<file path="src/rtl/pc_ir_fetch_unit_if.sv">
// -----------------------------------------------------------------------------
// pc_ir_fetch_unit_if
// Bus between the control unit / datapath and the PC/IR fetch unit.
//
// Signals (master = control unit side, slave = fetch unit side):
//   processor_enable           m->s  gates all functional updates
//   PC_write_enable            m->s  load PC from the PC mux
//   PC_mux_select[1:0]         m->s  00 PC+1, 01 ACC, 10 PC-3, 11 PC+2
//   IR_load_enable             m->s  load IR from mem_rdata
//   Memory_address_mux_select  m->s  00 IR, 01 ACC, 10/11 PC
//   acc                        m->s  accumulator value
//   mem_rdata                  m->s  memory read data
//   mem_addr                   s->m  combinational memory address
//   pc                         s->m  current program counter
//   instruction                s->m  current IR contents
//   ir_valid                   s->m  IR holds a fetched or scanned-in value
//   pc_wrapped                 s->m  sticky PC wrap flag
// -----------------------------------------------------------------------------
interface pc_ir_fetch_unit_if #(
    parameter int PC_WIDTH    = 5,
    parameter int INSTR_WIDTH = 8
);
    logic                   processor_enable;
    logic                   PC_write_enable;
    logic [1:0]             PC_mux_select;
    logic                   IR_load_enable;
    logic [1:0]             Memory_address_mux_select;
    logic [INSTR_WIDTH-1:0] acc;
    logic [INSTR_WIDTH-1:0] mem_rdata;
    logic [PC_WIDTH-1:0]    mem_addr;
    logic [PC_WIDTH-1:0]    pc;
    logic [INSTR_WIDTH-1:0] instruction;
    logic                   ir_valid;
    logic                   pc_wrapped;

    modport master (
        output processor_enable,
        output PC_write_enable,
        output PC_mux_select,
        output IR_load_enable,
        output Memory_address_mux_select,
        output acc,
        output mem_rdata,
        input  mem_addr,
        input  pc,
        input  instruction,
        input  ir_valid,
        input  pc_wrapped
    );

    modport slave (
        input  processor_enable,
        input  PC_write_enable,
        input  PC_mux_select,
        input  IR_load_enable,
        input  Memory_address_mux_select,
        input  acc,
        input  mem_rdata,
        output mem_addr,
        output pc,
        output instruction,
        output ir_valid,
        output pc_wrapped
    );
endinterface

</file>
<file path="src/rtl/pc_ir_fetch_unit.sv">
// -----------------------------------------------------------------------------
// pc_ir_fetch_unit
// Program counter and instruction register for the qtcore datapath. Applies
// the PC / IR / memory-address strobes from the control unit, drives the
// current instruction back to it, and forms one scan chain segment
// (scan_in -> PC[0..PC_WIDTH-1] -> IR[0..INSTR_WIDTH-1] -> scan_out).
//
// Ports:
//   clk          system clock, rising edge
//   rst          synchronous reset, active-low
//   bus          pc_ir_fetch_unit_if.slave (strobes, acc, memory bus, state)
//   scan_enable  scan shift enable (priority over functional updates)
//   scan_in      scan serial in
//   scan_out     scan serial out (IR MSB, combinational)
//
// Optional feature macro: PC_WRAP_FLAG_EN
//   defined   : bus.pc_wrapped is a sticky flag set by any functional PC
//               write whose +1 / +2 / -3 arithmetic crossed the 0/max boundary
//   undefined : bus.pc_wrapped is tied to 0
// -----------------------------------------------------------------------------
module pc_ir_fetch_unit #(
    parameter int PC_WIDTH    = 5,
    parameter int INSTR_WIDTH = 8
) (
    input  logic               clk,
    input  logic               rst,
    pc_ir_fetch_unit_if.slave  bus,
    input  logic               scan_enable,
    input  logic               scan_in,
    output logic               scan_out
);

    localparam int CHAIN_W = PC_WIDTH + INSTR_WIDTH;

    localparam logic [PC_WIDTH:0] K_ONE   = (PC_WIDTH+1)'(1);
    localparam logic [PC_WIDTH:0] K_TWO   = (PC_WIDTH+1)'(2);
    localparam logic [PC_WIDTH:0] K_THREE = (PC_WIDTH+1)'(3);

    logic [PC_WIDTH-1:0]    pc_q, pc_d;
    logic [INSTR_WIDTH-1:0] ir_q, ir_d;
    logic                   ir_valid_q, ir_valid_d;

    // One extra bit on each adder holds the carry/borrow used for wrap detect.
    logic [PC_WIDTH:0]      pc_plus1;
    logic [PC_WIDTH:0]      pc_plus2;
    logic [PC_WIDTH:0]      pc_minus3;
    logic [PC_WIDTH-1:0]    pc_sel;
    logic                   pc_sel_wraps;

    logic [CHAIN_W-1:0]     chain_cur;
    logic [CHAIN_W-1:0]     chain_nxt;

    logic                   func_active;

    assign func_active = !scan_enable && bus.processor_enable;

    // ---------------------------------------------------------------------
    // PC mux
    // ---------------------------------------------------------------------
    always_comb begin
        pc_plus1     = {1'b0, pc_q} + K_ONE;
        pc_plus2     = {1'b0, pc_q} + K_TWO;
        pc_minus3    = {1'b0, pc_q} - K_THREE;
        pc_sel       = pc_plus1[PC_WIDTH-1:0];
        pc_sel_wraps = 1'b0;
        case (bus.PC_mux_select)
            2'b00: begin
                pc_sel       = pc_plus1[PC_WIDTH-1:0];
                pc_sel_wraps = pc_plus1[PC_WIDTH];
            end
            2'b01: begin
                pc_sel       = bus.acc[PC_WIDTH-1:0];
                pc_sel_wraps = 1'b0;
            end
            2'b10: begin
                pc_sel       = pc_minus3[PC_WIDTH-1:0];
                pc_sel_wraps = pc_minus3[PC_WIDTH];
            end
            2'b11: begin
                pc_sel       = pc_plus2[PC_WIDTH-1:0];
                pc_sel_wraps = pc_plus2[PC_WIDTH];
            end
            default: begin
                pc_sel       = pc_plus1[PC_WIDTH-1:0];
                pc_sel_wraps = 1'b0;
            end
        endcase
    end

    // ---------------------------------------------------------------------
    // Scan chain: PC sits at the low end, IR MSB is the chain tail.
    // ---------------------------------------------------------------------
    assign chain_cur = {ir_q, pc_q};
    assign chain_nxt = {chain_cur[CHAIN_W-2:0], scan_in};
    assign scan_out  = ir_q[INSTR_WIDTH-1];

    // ---------------------------------------------------------------------
    // Next-state
    // ---------------------------------------------------------------------
    always_comb begin
        pc_d       = pc_q;
        ir_d       = ir_q;
        ir_valid_d = ir_valid_q;
        if (scan_enable) begin
            {ir_d, pc_d} = chain_nxt;
            ir_valid_d   = 1'b1;
        end else if (bus.processor_enable) begin
            // IR captures data addressed by the pre-update PC, so a fetch
            // cycle is IR load and PC+1 together.
            if (bus.PC_write_enable) begin
                pc_d = pc_sel;
            end
            if (bus.IR_load_enable) begin
                ir_d       = bus.mem_rdata;
                ir_valid_d = 1'b1;
            end
        end
    end

    always_ff @(posedge clk) begin
        if (!rst) begin
            pc_q       <= '0;
            ir_q       <= '0;
            ir_valid_q <= 1'b0;
        end else begin
            pc_q       <= pc_d;
            ir_q       <= ir_d;
            ir_valid_q <= ir_valid_d;
        end
    end

    // ---------------------------------------------------------------------
    // Optional sticky wrap flag (kept outside the scan chain)
    // ---------------------------------------------------------------------
`ifdef PC_WRAP_FLAG_EN
    logic pc_wrapped_q, pc_wrapped_d;

    always_comb begin
        pc_wrapped_d = pc_wrapped_q;
        if (func_active && bus.PC_write_enable && pc_sel_wraps) begin
            pc_wrapped_d = 1'b1;
        end
    end

    always_ff @(posedge clk) begin
        if (!rst) begin
            pc_wrapped_q <= 1'b0;
        end else begin
            pc_wrapped_q <= pc_wrapped_d;
        end
    end

    assign bus.pc_wrapped = pc_wrapped_q;
`else
    logic unused_wrap;
    assign unused_wrap    = pc_sel_wraps & func_active;
    assign bus.pc_wrapped = 1'b0;
`endif

    // ---------------------------------------------------------------------
    // Memory address mux, combinational from registered state and acc
    // ---------------------------------------------------------------------
    always_comb begin
        case (bus.Memory_address_mux_select)
            2'b00:   bus.mem_addr = ir_q[PC_WIDTH-1:0];
            2'b01:   bus.mem_addr = bus.acc[PC_WIDTH-1:0];
            default: bus.mem_addr = pc_q;
        endcase
    end

    assign bus.pc          = pc_q;
    assign bus.instruction = ir_q;
    assign bus.ir_valid    = ir_valid_q;

    // Upper accumulator bits only matter to the rest of the datapath.
    logic unused_acc_hi;
    assign unused_acc_hi = ^bus.acc[INSTR_WIDTH-1:PC_WIDTH];

endmodule

</file>
<file path="src/flat_wrapper.sv">
// flat-port wrapper written by rule: the top's interface ports become plain ports
module pc_ir_fetch_unit_flat 
#(
    parameter int PC_WIDTH    = 5,
    parameter int INSTR_WIDTH = 8
)
  (clk, rst, scan_enable, scan_in, scan_out, bus_processor_enable, bus_PC_write_enable, bus_PC_mux_select, bus_IR_load_enable, bus_Memory_address_mux_select, bus_acc, bus_mem_rdata, bus_mem_addr, bus_pc, bus_instruction, bus_ir_valid, bus_pc_wrapped);
  pc_ir_fetch_unit_if #(.PC_WIDTH(PC_WIDTH), .INSTR_WIDTH(INSTR_WIDTH)) bus_i ();
  input  logic clk;
  input  logic rst;
  input  logic scan_enable;
  input  logic scan_in;
  output logic scan_out;
  input wire logic [$bits(bus_i.processor_enable)-1:0] bus_processor_enable;
  input wire logic [$bits(bus_i.PC_write_enable)-1:0] bus_PC_write_enable;
  input wire logic [$bits(bus_i.PC_mux_select)-1:0] bus_PC_mux_select;
  input wire logic [$bits(bus_i.IR_load_enable)-1:0] bus_IR_load_enable;
  input wire logic [$bits(bus_i.Memory_address_mux_select)-1:0] bus_Memory_address_mux_select;
  input wire logic [$bits(bus_i.acc)-1:0] bus_acc;
  input wire logic [$bits(bus_i.mem_rdata)-1:0] bus_mem_rdata;
  output wire logic [$bits(bus_i.mem_addr)-1:0] bus_mem_addr;
  output wire logic [$bits(bus_i.pc)-1:0] bus_pc;
  output wire logic [$bits(bus_i.instruction)-1:0] bus_instruction;
  output wire logic [$bits(bus_i.ir_valid)-1:0] bus_ir_valid;
  output wire logic [$bits(bus_i.pc_wrapped)-1:0] bus_pc_wrapped;
  assign bus_i.processor_enable = bus_processor_enable;
  assign bus_i.PC_write_enable = bus_PC_write_enable;
  assign bus_i.PC_mux_select = bus_PC_mux_select;
  assign bus_i.IR_load_enable = bus_IR_load_enable;
  assign bus_i.Memory_address_mux_select = bus_Memory_address_mux_select;
  assign bus_i.acc = bus_acc;
  assign bus_i.mem_rdata = bus_mem_rdata;
  assign bus_mem_addr = bus_i.mem_addr;
  assign bus_pc = bus_i.pc;
  assign bus_instruction = bus_i.instruction;
  assign bus_ir_valid = bus_i.ir_valid;
  assign bus_pc_wrapped = bus_i.pc_wrapped;
  pc_ir_fetch_unit #(.PC_WIDTH(PC_WIDTH), .INSTR_WIDTH(INSTR_WIDTH)) u_core (.clk(clk), .rst(rst), .bus(bus_i), .scan_enable(scan_enable), .scan_in(scan_in), .scan_out(scan_out));
endmodule
</file>
<file path="config.mk">
export PLATFORM = sky130hd
export DESIGN_NAME = pc_ir_fetch_unit_flat
export DESIGN_NICKNAME = d
export VERILOG_FILES = /design/src/rtl/pc_ir_fetch_unit_if.sv /design/src/rtl/pc_ir_fetch_unit.sv /design/src/flat_wrapper.sv
export SDC_FILE = /design/constraint.sdc
export NUM_CORES = 1
export LEC_CHECK = 0
export ABC_AREA = 0
export CAP_MARGIN = 20
export CORE_UTILIZATION = 40
export DETAILED_ROUTE_END_ITERATION = 10
export PLACE_DENSITY = 0.84
export SYNTH_ARGS = -nofsm -noshare
export SYNTH_HDL_FRONTEND = slang
export SYNTH_SLANG_ARGS = --single-unit
</file>
<file path="constraint.sdc">
create_clock -name clk -period 1.7 [get_ports clk]
set_input_delay 0.34 -clock clk [delete_from_list [all_inputs] [get_ports clk]]
set_output_delay 0.34 -clock clk [all_outputs]
set_load 0.1 [all_outputs]
</file>
==> flow_summary.yaml, run 1 <==
floorplan:
  die_x_um: 51.9
  core-area_um2: 2280
  dieArea_um2: 2690
  io_pins: 48
  rows: 17
  die_h_um: 51.9
  start_util_pct: 43.7
yosys:
  synth.yosys.seq_area_share_pct: 28.2
  synth_ff_type: "dfxtp_1"
  synthesis.nets: 152
  ys_ff_latch: 14
  async_flop_share_pct: 0
  synth_edf_count: 0
  synth_area_um2: 995
  synth_top_area_share_pct: 28.2
  yosys_warnings: 0
  yosys.area.top_type: "dfxtp_1"
  postSynthCellCount: 123
  synth_area_leaders: "dfxtp_1, mux2i_1, a211oi_1, o21ai_0, nor2_1"
  syn_avg_cell_area_um2: 8.09
  synthDistinctLibCells: 34
sta:
  slew_viol_final: 0
  finalCritPeriodShare_pct: 98.6
  max_freq_mhz: 597
  hold_viol: 0
  setup_viol: 0
  finalCriticalPeriod_ps: 1680
  fin_tns_setup_ps: 0
  worst_hold_slack_ps: 537
  skew_ps: 5.99
grt:
  grt_pass1_vias: 1165
  antenna_found_initial: 1
  grt-ovfl-total: 0
  grt_usage_pct: 27.9
  grt_max_degree: 18
  grt_pass1_wl_um: 5510
drt:
  wl_met3_um: 160
  drc: 0
  wl_met2_um: 1810
  drt_iter0_markers: 15
  wl_um: 3470
  via_per_inst: 5.68
  via_count: 1131
  antenna_left: 0
  dr.pass1.iters: 4
  met1_length_um: 1370
  top_layer: "met4"
  wire_per_inst_um: 17.4
worst_setup_path:
  rrSetupSlack_ps: 60
  startpoint_type: "input port"
  crit_fanout: 2
  end_kind: "output pin"
  r2r-end: "u_core.bus.pc[4]"
  critPathLaunch: "bus_acc[2]"
  reg2reg_depth: 6
  reg2reg_from: "u_core.bus.pc[0]"
  crit_required_ps: 1360
  crit_type: "in -> out"
  cp.arrival_ps: 1340
clocking:
  clockBufferDepth: 2
  path_clk_slew_ps: 90
  clk_latency_ps: 280
  htreeDepth: 1
  hold_buffers: 0
  cts_tree: "built"
  clockRootBuffer: "clkbuf_4"
  cts_buffers: 3
  clock_sinks: 14
  postCtsSetupRepairBufs: 0
finish:
  n_fill_cell: 102
  drive_gt1_share_pct: 35.9
  area_growth_pct: 88.8
  final_nets: 200
  fin_area_um2: 1880
hold_path:
  min_to: "u_core.bus.ir_valid"
  hold_depth: 2
  hp-class: "reg -> reg"
  min_from: "u_core.bus.ir_valid"
place:
  dpl.hpwl_um: 2410
  gp_congestion: 0.904
  dpl_cell_area_um2: 1770
  port_buffers: 43
power_and_ir_drop:
  leakagePower_nw: 0.783
  power_density_nw_per_um2: 750
  ir_worst_vdd_uv: 762
status:
  outcome: "completed"
run:
  cap_violations: 0
-- synth_stat cells, types with 2 or more instances --
master / n
dfxtp_1: 14
mux2i_1: 14
nor2_1: 13
o21ai_0: 12
a211oi_1: 10
nand2_1: 10
a21oi_1: 6
inv_1: 4
xnor2_1: 4
buf_2: 3
buf_4: 3
clkbuf_1: 3
buf_6: 2
ha_1: 2
o2111a_1: 2
o221ai_1: 2
xor2_1: 2
-- how the worst max path moves through the flow --
stage / endpoint / slack [ps] / depth (start not counted)
global placement: u_core.bus.pc[4] / -160 / 6
global route: u_core.bus.pc[3] / -20 / 6
detailed placement: u_core.bus.pc[4] / -220 / 6
CTS: bus_mem_addr[3] / 30 / 4
floorplan: bus_mem_addr[0] / 20 / 3
finish: bus_mem_addr[2] / 20 / 4
-- kinds of logic (layout without fill, tap and decap cells) --
kind of cell | after synthesis | count (layout) | synth area share, %
DFF | 14 | 14 | 28.2
muxes | 14 | 14 | 14.1
and+or+nand+nor | 32 | 32 | 15.5
other | 1 | 2 | 0.377
AOI/OAI and AO/OA | 37 | 37 | 24.5
xor gates and xnor gates | 6 | 6 | 5.28
buffers and inverters | 17 | 64 | 9.56
adders and majority gates | 2 | 2 | 2.52
-- cell type report --
type | count | area (um^2) | area share, %
Antenna cell | 1 | 2.50 | 0.133
Clock buffer | 4 | 36.3 | 1.93
Inverter | 4 | 15.0 | 0.799
Multi-Input combinational cell | 92 | 738 | 39.3
Sequential cell | 14 | 312 | 16.6
Tap cell | 28 | 35.0 | 1.87
Timing Repair Buffer | 56 | 739 | 39.4
-- cell usage in the layout (no fill, tap or decap), types with 2 or more instances in the layout --
cell type         n
a211oi_1         10
a21oi_1           6
buf_12           20
buf_4            12
clkbuf_4          3
clkdlybuf4s50_1  17
dfxtp_1           3
dfxtp_2           4
dfxtp_4           7
dlygate4sd2_1     2
dlymetal6s2s_1    4
ha_1              2
inv_1             4
mux2i_1           9
mux2i_4           5
nand2_1          10
nor2_1           13
o2111a_1          2
o21ai_0           7
o21ai_4           5
o221ai_1          2
xnor2_1           4
xor2_1            2
-- flip-flops by register name, indices dropped and copies added (netlist names) --
register,count
u_core.bus.instruction,8
u_core.bus.pc,5
u_core.bus.ir_valid,1
-- routing by layer --
metal	track usage, %	up-vias
met5	0	-
met1	31.8	541
met3	4.97	10
met4	10.8	0
met2	50.4	43
li1	-	537
-- power breakdown --
part / internal, mW / total [mW] / switching, mW
Sequential: 0.355 / 0.417 / 0.0618
Combinational: 0.297 / 0.745 / 0.448
Clock: 0.130 / 0.247 / 0.117
-- timing repair --
item / 4_1_cts / 5_1_grt
resized for setup: 13 / 4
setup endpoints to repair: 5 / 5
pin swaps: 5 / 0
-- critical path, stage by stage --
cell and delay (ps):
clkdlybuf4s50_1 540, mux2i_4 110, o21ai_4 150, buf_12 190
-- stage by stage --
stage	power, mW	utilization (%)	setup slack (ps)	cells
2_1_floorplan	0.856	-	22.6	123
3_3_place_gp	1.12	77.6	-156	194
3_5_place_dp	1.14	77.6	-218	194
4_1_cts	1.41	82.0	28.0	198
5_1_grt	1.46	82.5	-20.2	199
6_report	1.41	82.5	23.6	199
(Power assumes the default switching activity.)
==> run 2: changes to the inputs <==
--- a/config.mk
+++ b/config.mk
@@ -6,10 +6,12 @@
 export NUM_CORES = 1
 export LEC_CHECK = 0
 export ABC_AREA = 0
+export ABC_CLOCK_PERIOD_IN_PS = 1700
 export CAP_MARGIN = 20
 export CORE_UTILIZATION = 40
 export DETAILED_ROUTE_END_ITERATION = 10
 export PLACE_DENSITY = 0.84
+export SETUP_SLACK_MARGIN = 0.05
 export SYNTH_ARGS = -nofsm -noshare
 export SYNTH_HDL_FRONTEND = slang
 export SYNTH_SLANG_ARGS = --single-unit
==> run 2 against run 1 <==
Against the previous run:
- die area did not move
- clock power is 15% lower
- sequential cell count did not move
- critical endpoint is now bus_mem_addr[3]
- register-to-register slack improved by 80 ps
- largest power group unchanged
- highest routed layer unchanged
==> flow_summary.yaml, run 2 (synthesis results as in run 1) <==
status:
  outcome: "completed"
drt:
  wire_per_inst_um: 16.0
  dr.pass1.iters: 4
  drc: 0
  via_count: 1147
  via_per_inst: 5.82
  drt_iter0_markers: 43
  antenna_left: 0
  wl_um: 3150
floorplan:
  rows: 17
  die_h_um: 51.9
  die_x_um: 51.9
  io_pins: 48
  start_util_pct: 43.7
  dieArea_um2: 2690
  core-area_um2: 2280
finish:
  drive_gt1_share_pct: 36.7
  area_growth_pct: 83.4
  largest_reg_flops: 8
  most-common-layout-cells: "buf_12, clkdlybuf4s50_1, nor2_1"
  n_antenna_cell: 0
  final_util_pct: 80.2
  final_nets: 199
  final_common_cell: "buf_12"
grt:
  antenna_found_initial: 0
  grt_usage_pct: 25.9
  grt-ovfl-total: 0
  grt_pass1_wl_um: 5040
  grt_max_degree: 18
  grt_pass1_vias: 1086
sta:
  max_freq_mhz: 619
  slew_viol_final: 0
  finalCriticalPeriod_ps: 1620
  fin_tns_setup_ps: 0
  rsz0062_at_grt: "true"
  finalCritPeriodShare_pct: 95.1
  setup_viol: 0
  skew_ps: 12.9
  hold_viol: 0
  setup_slack_ps: 83.4
  worst_hold_slack_ps: 517
clocking:
  htreeDepth: 1
  clk_latency_ps: 290
  hold_buffers: 0
  clock_sinks: 14
  clockRootBuffer: "clkbuf_4"
  cts_buffers: 3
  path_clk_slew_ps: 100
  clockBufferDepth: 2
  cts_tree: "built"
  postCtsSetupRepairBufs: 0
power_and_ir_drop:
  ir_worst_vdd_uv: 843
  leakagePower_nw: 0.758
  power_density_nw_per_um2: 739
worst_setup_path:
  startpoint_type: "input port"
  crit_fanout: 2
  cp.arrival_ps: 1280
  crit_required_ps: 1360
  rrSetupSlack_ps: 140
  crit_type: "in -> out"
  critPathLaunch: "bus_acc[3]"
  end_kind: "output pin"
  reg2reg_from: "u_core.bus.pc[1]"
place:
  gp_congestion: 0.940
  dpl.hpwl_um: 2250
  dp_slack_ps: -243
  port_buffers: 43
run:
  cap_violations: 0
hold_path:
  min_from: "bus_acc[2]"
  hp-class: "in -> reg"
==> run 2: what timing repair did <==
item	4_1_cts	5_1_grt
resized for setup	12	6
endpoints found under the setup margin	6	5
gates cloned	0	0
pin swaps	1	2
==> run 2: area by class of cell <==
class | instances | area, um^2
Fill cell | 125 | 452
Sequential cell | 14 | 312
Inverter | 4 | 15.0
Timing Repair Buffer | 55 | 733
Multi-Input combinational cell | 92 | 703
Clock buffer | 4 | 26.3
Tap cell | 28 | 35.0
==> run 2: metrics by stage <==
step | cell area, um^2 | cells | power, mW
6_report | 1820 | 197 | 1.35
5_1_grt | 1820 | 197 | 1.41
4_1_cts | 1800 | 197 | 1.35
3_5_place_dp | 1760 | 193 | 1.13
3_3_place_gp | 1760 | 193 | 1.12
2_1_floorplan | 1080 | 123 | 0.857
==> run 2: path summary, 6_finish.rpt <==
check	to	depth (start not counted)
hold reg to reg	u_core.bus.ir_valid	2
setup / recovery	bus_mem_addr[3]	4
setup reg to reg	u_core.bus.pc[4]	6
hold / removal	u_core.bus.pc[2]	5
==> run 2: power by group <==
| part | switching [mW] | internal (mW) |
|---|---|---|
| clock | 0.118 | 0.0913 |
| combinational | 0.437 | 0.289 |
| sequential | 0.0588 | 0.355 |
| total | 0.613 | 0.735 |
==> run 2: critical path: stages <==
cell,delay (ps)
clkdlybuf4s50_1,500
mux2i_2,100
o21ai_4,150
buf_12,190
==> run 2: routing by layer <==
metal,wire (um),track usage [%]
met4,96,14.9
met2,1620,45.3
met1,1210,28.4
met3,225,5.56
met5,0,0
==> run 3: changes to the inputs <==
--- a/config.mk
+++ b/config.mk
@@ -11,6 +11,7 @@
 export CORE_UTILIZATION = 40
 export DETAILED_ROUTE_END_ITERATION = 10
 export PLACE_DENSITY = 0.84
+export REMOVE_ABC_BUFFERS = 1
 export SETUP_SLACK_MARGIN = 0.05
 export SYNTH_ARGS = -nofsm -noshare
 export SYNTH_HDL_FRONTEND = slang
==> run 3 against run 2 <==
Against the previous run:
- clock power rose by 24%
- hold slack improved by 45 ps
- first-iteration DRC count rose by 63%
- die area did not move
- critical path depth rose by 2
- design area rose by 0.82%
- fmax fell by 1.3%
- sequential share of layout area fell by 1.0 points
- combinational power rose by 6.6%
- highest routed layer unchanged
==> flow_summary.yaml, run 3 (synthesis results as in run 1) <==
worst_setup_path:
  rrSetupSlack_ps: 60
  crit_required_ps: 1890
  end_kind: "flop"
  startpoint_type: "flop"
  reg2reg_depth: 6
  crit_fanout: 3
  reg2reg_from: "u_core.bus.pc[1]"
  r2r-end: "u_core.bus.pc[4]"
  crit_type: "reg -> reg"
  cp.arrival_ps: 1830
clocking:
  htreeDepth: 1
  path_clk_slew_ps: 110
  clk_latency_ps: 290
  cts_tree: "built"
  clockRootBuffer: "clkbuf_4"
  clock_sinks: 14
  clockBufferDepth: 2
  postCtsSetupRepairBufs: 0
  cts_buffers: 3
drt:
  wl_um: 4300
  via_per_inst: 6.26
  drc: 0
  drt_iter0_markers: 70
  wire_per_inst_um: 21.4
  via_count: 1259
  dr.pass1.iters: 5
  antenna_left: 0
grt:
  grt-ovfl-total: 0
  grt_pass1_vias: 1219
  grt_usage_pct: 33.5
  grt_pass1_wl_um: 6360
  antenna_found_initial: 0
  grt_max_degree: 18
finish:
  final_nets: 203
  n_antenna_cell: 0
  drive_gt1_share_pct: 38.2
  area_growth_pct: 84.9
  fin_area_um2: 1840
  largest_reg_flops: 8
  most-common-layout-cells: "buf_12, clkdlybuf4s50_1, buf_4, nor2_1, mux2i_1"
  final_common_cell: "buf_12"
  fin_cells: 201
sta:
  finalCriticalPeriod_ps: 1640
  setup_viol: 0
  max_freq_mhz: 610
  hold_viol: 0
  rsz0062_at_grt: "false"
  slew_viol_final: 0
  skew_ps: 10.9
  fin_tns_setup_ps: 0
  finalCritPeriodShare_pct: 96.4
place:
  dp_cells: 197
  dpl_cell_area_um2: 1710
  port_buffers: 43
  gp_congestion: 0.903
  dpl.hpwl_um: 2450
power_and_ir_drop:
  leakagePower_nw: 0.782
  ir_worst_vdd_uv: 612
  p_total_mw: 1.44
  power_density_nw_per_um2: 783
hold_path:
  hp-class: "reg -> reg"
  min_to: "u_core.bus.instruction[3]"
  hold_depth: 2
  min_from: "u_core.bus.instruction[3]"
floorplan:
  die_h_um: 51.9
  rows: 17
  die_x_um: 51.9
  io_pins: 48
  dieArea_um2: 2690
  core-area_um2: 2280
  start_util_pct: 43.7
status:
  outcome: "completed"
run:
  cap_violations: 0
==> run 3: cell types whose count changed in the layout (fill, tap and decap cells not counted), moves of 3 or more <==
| cell | delta |
|---|---|
| buf_4 | +4 |
| dfxtp_1 | +3 |
| dfxtp_4 | -5 |
| mux2i_1 | +3 |
| mux2i_2 | -3 |
| o21ai_2 | +5 |
| o21ai_4 | -5 |
==> run 3: repair_timing <==
| action | in CTS | in global routing |
|---|---|---|
| endpoints found under the setup margin | 5 | 7 |
| gates cloned | 0 | 0 |
| resized for setup | 23 | 21 |
| pin swaps | 5 | 0 |
| hold buffers | 0 | 0 |
==> run 3: stage by stage <==
| stage | util (%) | worst slack [ps] | hold WS (ps) |
|---|---|---|---|
| after detailed placement | 75.3 | -312 | 561 |
| after floorplan | - | -1890 | 478 |
| after global routing | 80.8 | 30.3 | 593 |
| final | 80.8 | 61.5 | 562 |
| after global placement | 75.3 | -287 | 510 |
| after CTS | 77.7 | 30.1 | 580 |
==> run 3: final cells by class <==
class,instances,area [um^2]
clock buffer,4,36.3
multi-input combinational,92,698
tap,28,35.0
sequential,14,295
timing repair buffer,59,759
inverter,4,15.0
fill,110,437
==> run 3: per-layer routing <==
layer | vias to the layer above | GRT usage (%) | wire, um
li1 | 535 | - | -
met1 | 578 | 38.1 | 1560
met2 | 110 | 57.3 | 2080
met3 | 36 | 5.56 | 361
met4 | 0 | 21.2 | 296
met5 | - | 0 | 0
==> run 3: where the power goes <==
group          total, mW  leakage (nW)  switching, mW  internal [mW]
clock network      0.260        0.0210          0.129          0.130
registers          0.407         0.119         0.0503          0.357
logic              0.773         0.642          0.479          0.294
==> run 3: worst max path at each step <==
stage,startpoint,end,depth (start not counted)
CTS,u_core.bus.pc[1],bus_mem_addr[1],4
global route,u_core.bus.pc[1],u_core.bus.pc[4],6
detailed placement,bus_Memory_address_mux_select[0],bus_mem_addr[1],4
global placement,bus_Memory_address_mux_select[0],bus_mem_addr[0],4
floorplan,u_core.bus.instruction[0],bus_mem_addr[0],2
finish,u_core.bus.pc[1],u_core.bus.pc[4],6
==> run 3: worst max-delay path, stage by stage, from the launching register on <==
cell,delay [ps]
dfxtp_4,370
ha_2,210
and2b_1,200
a31oi_4,220
xor2_2,220
o221ai_2,160
o2111a_1,150
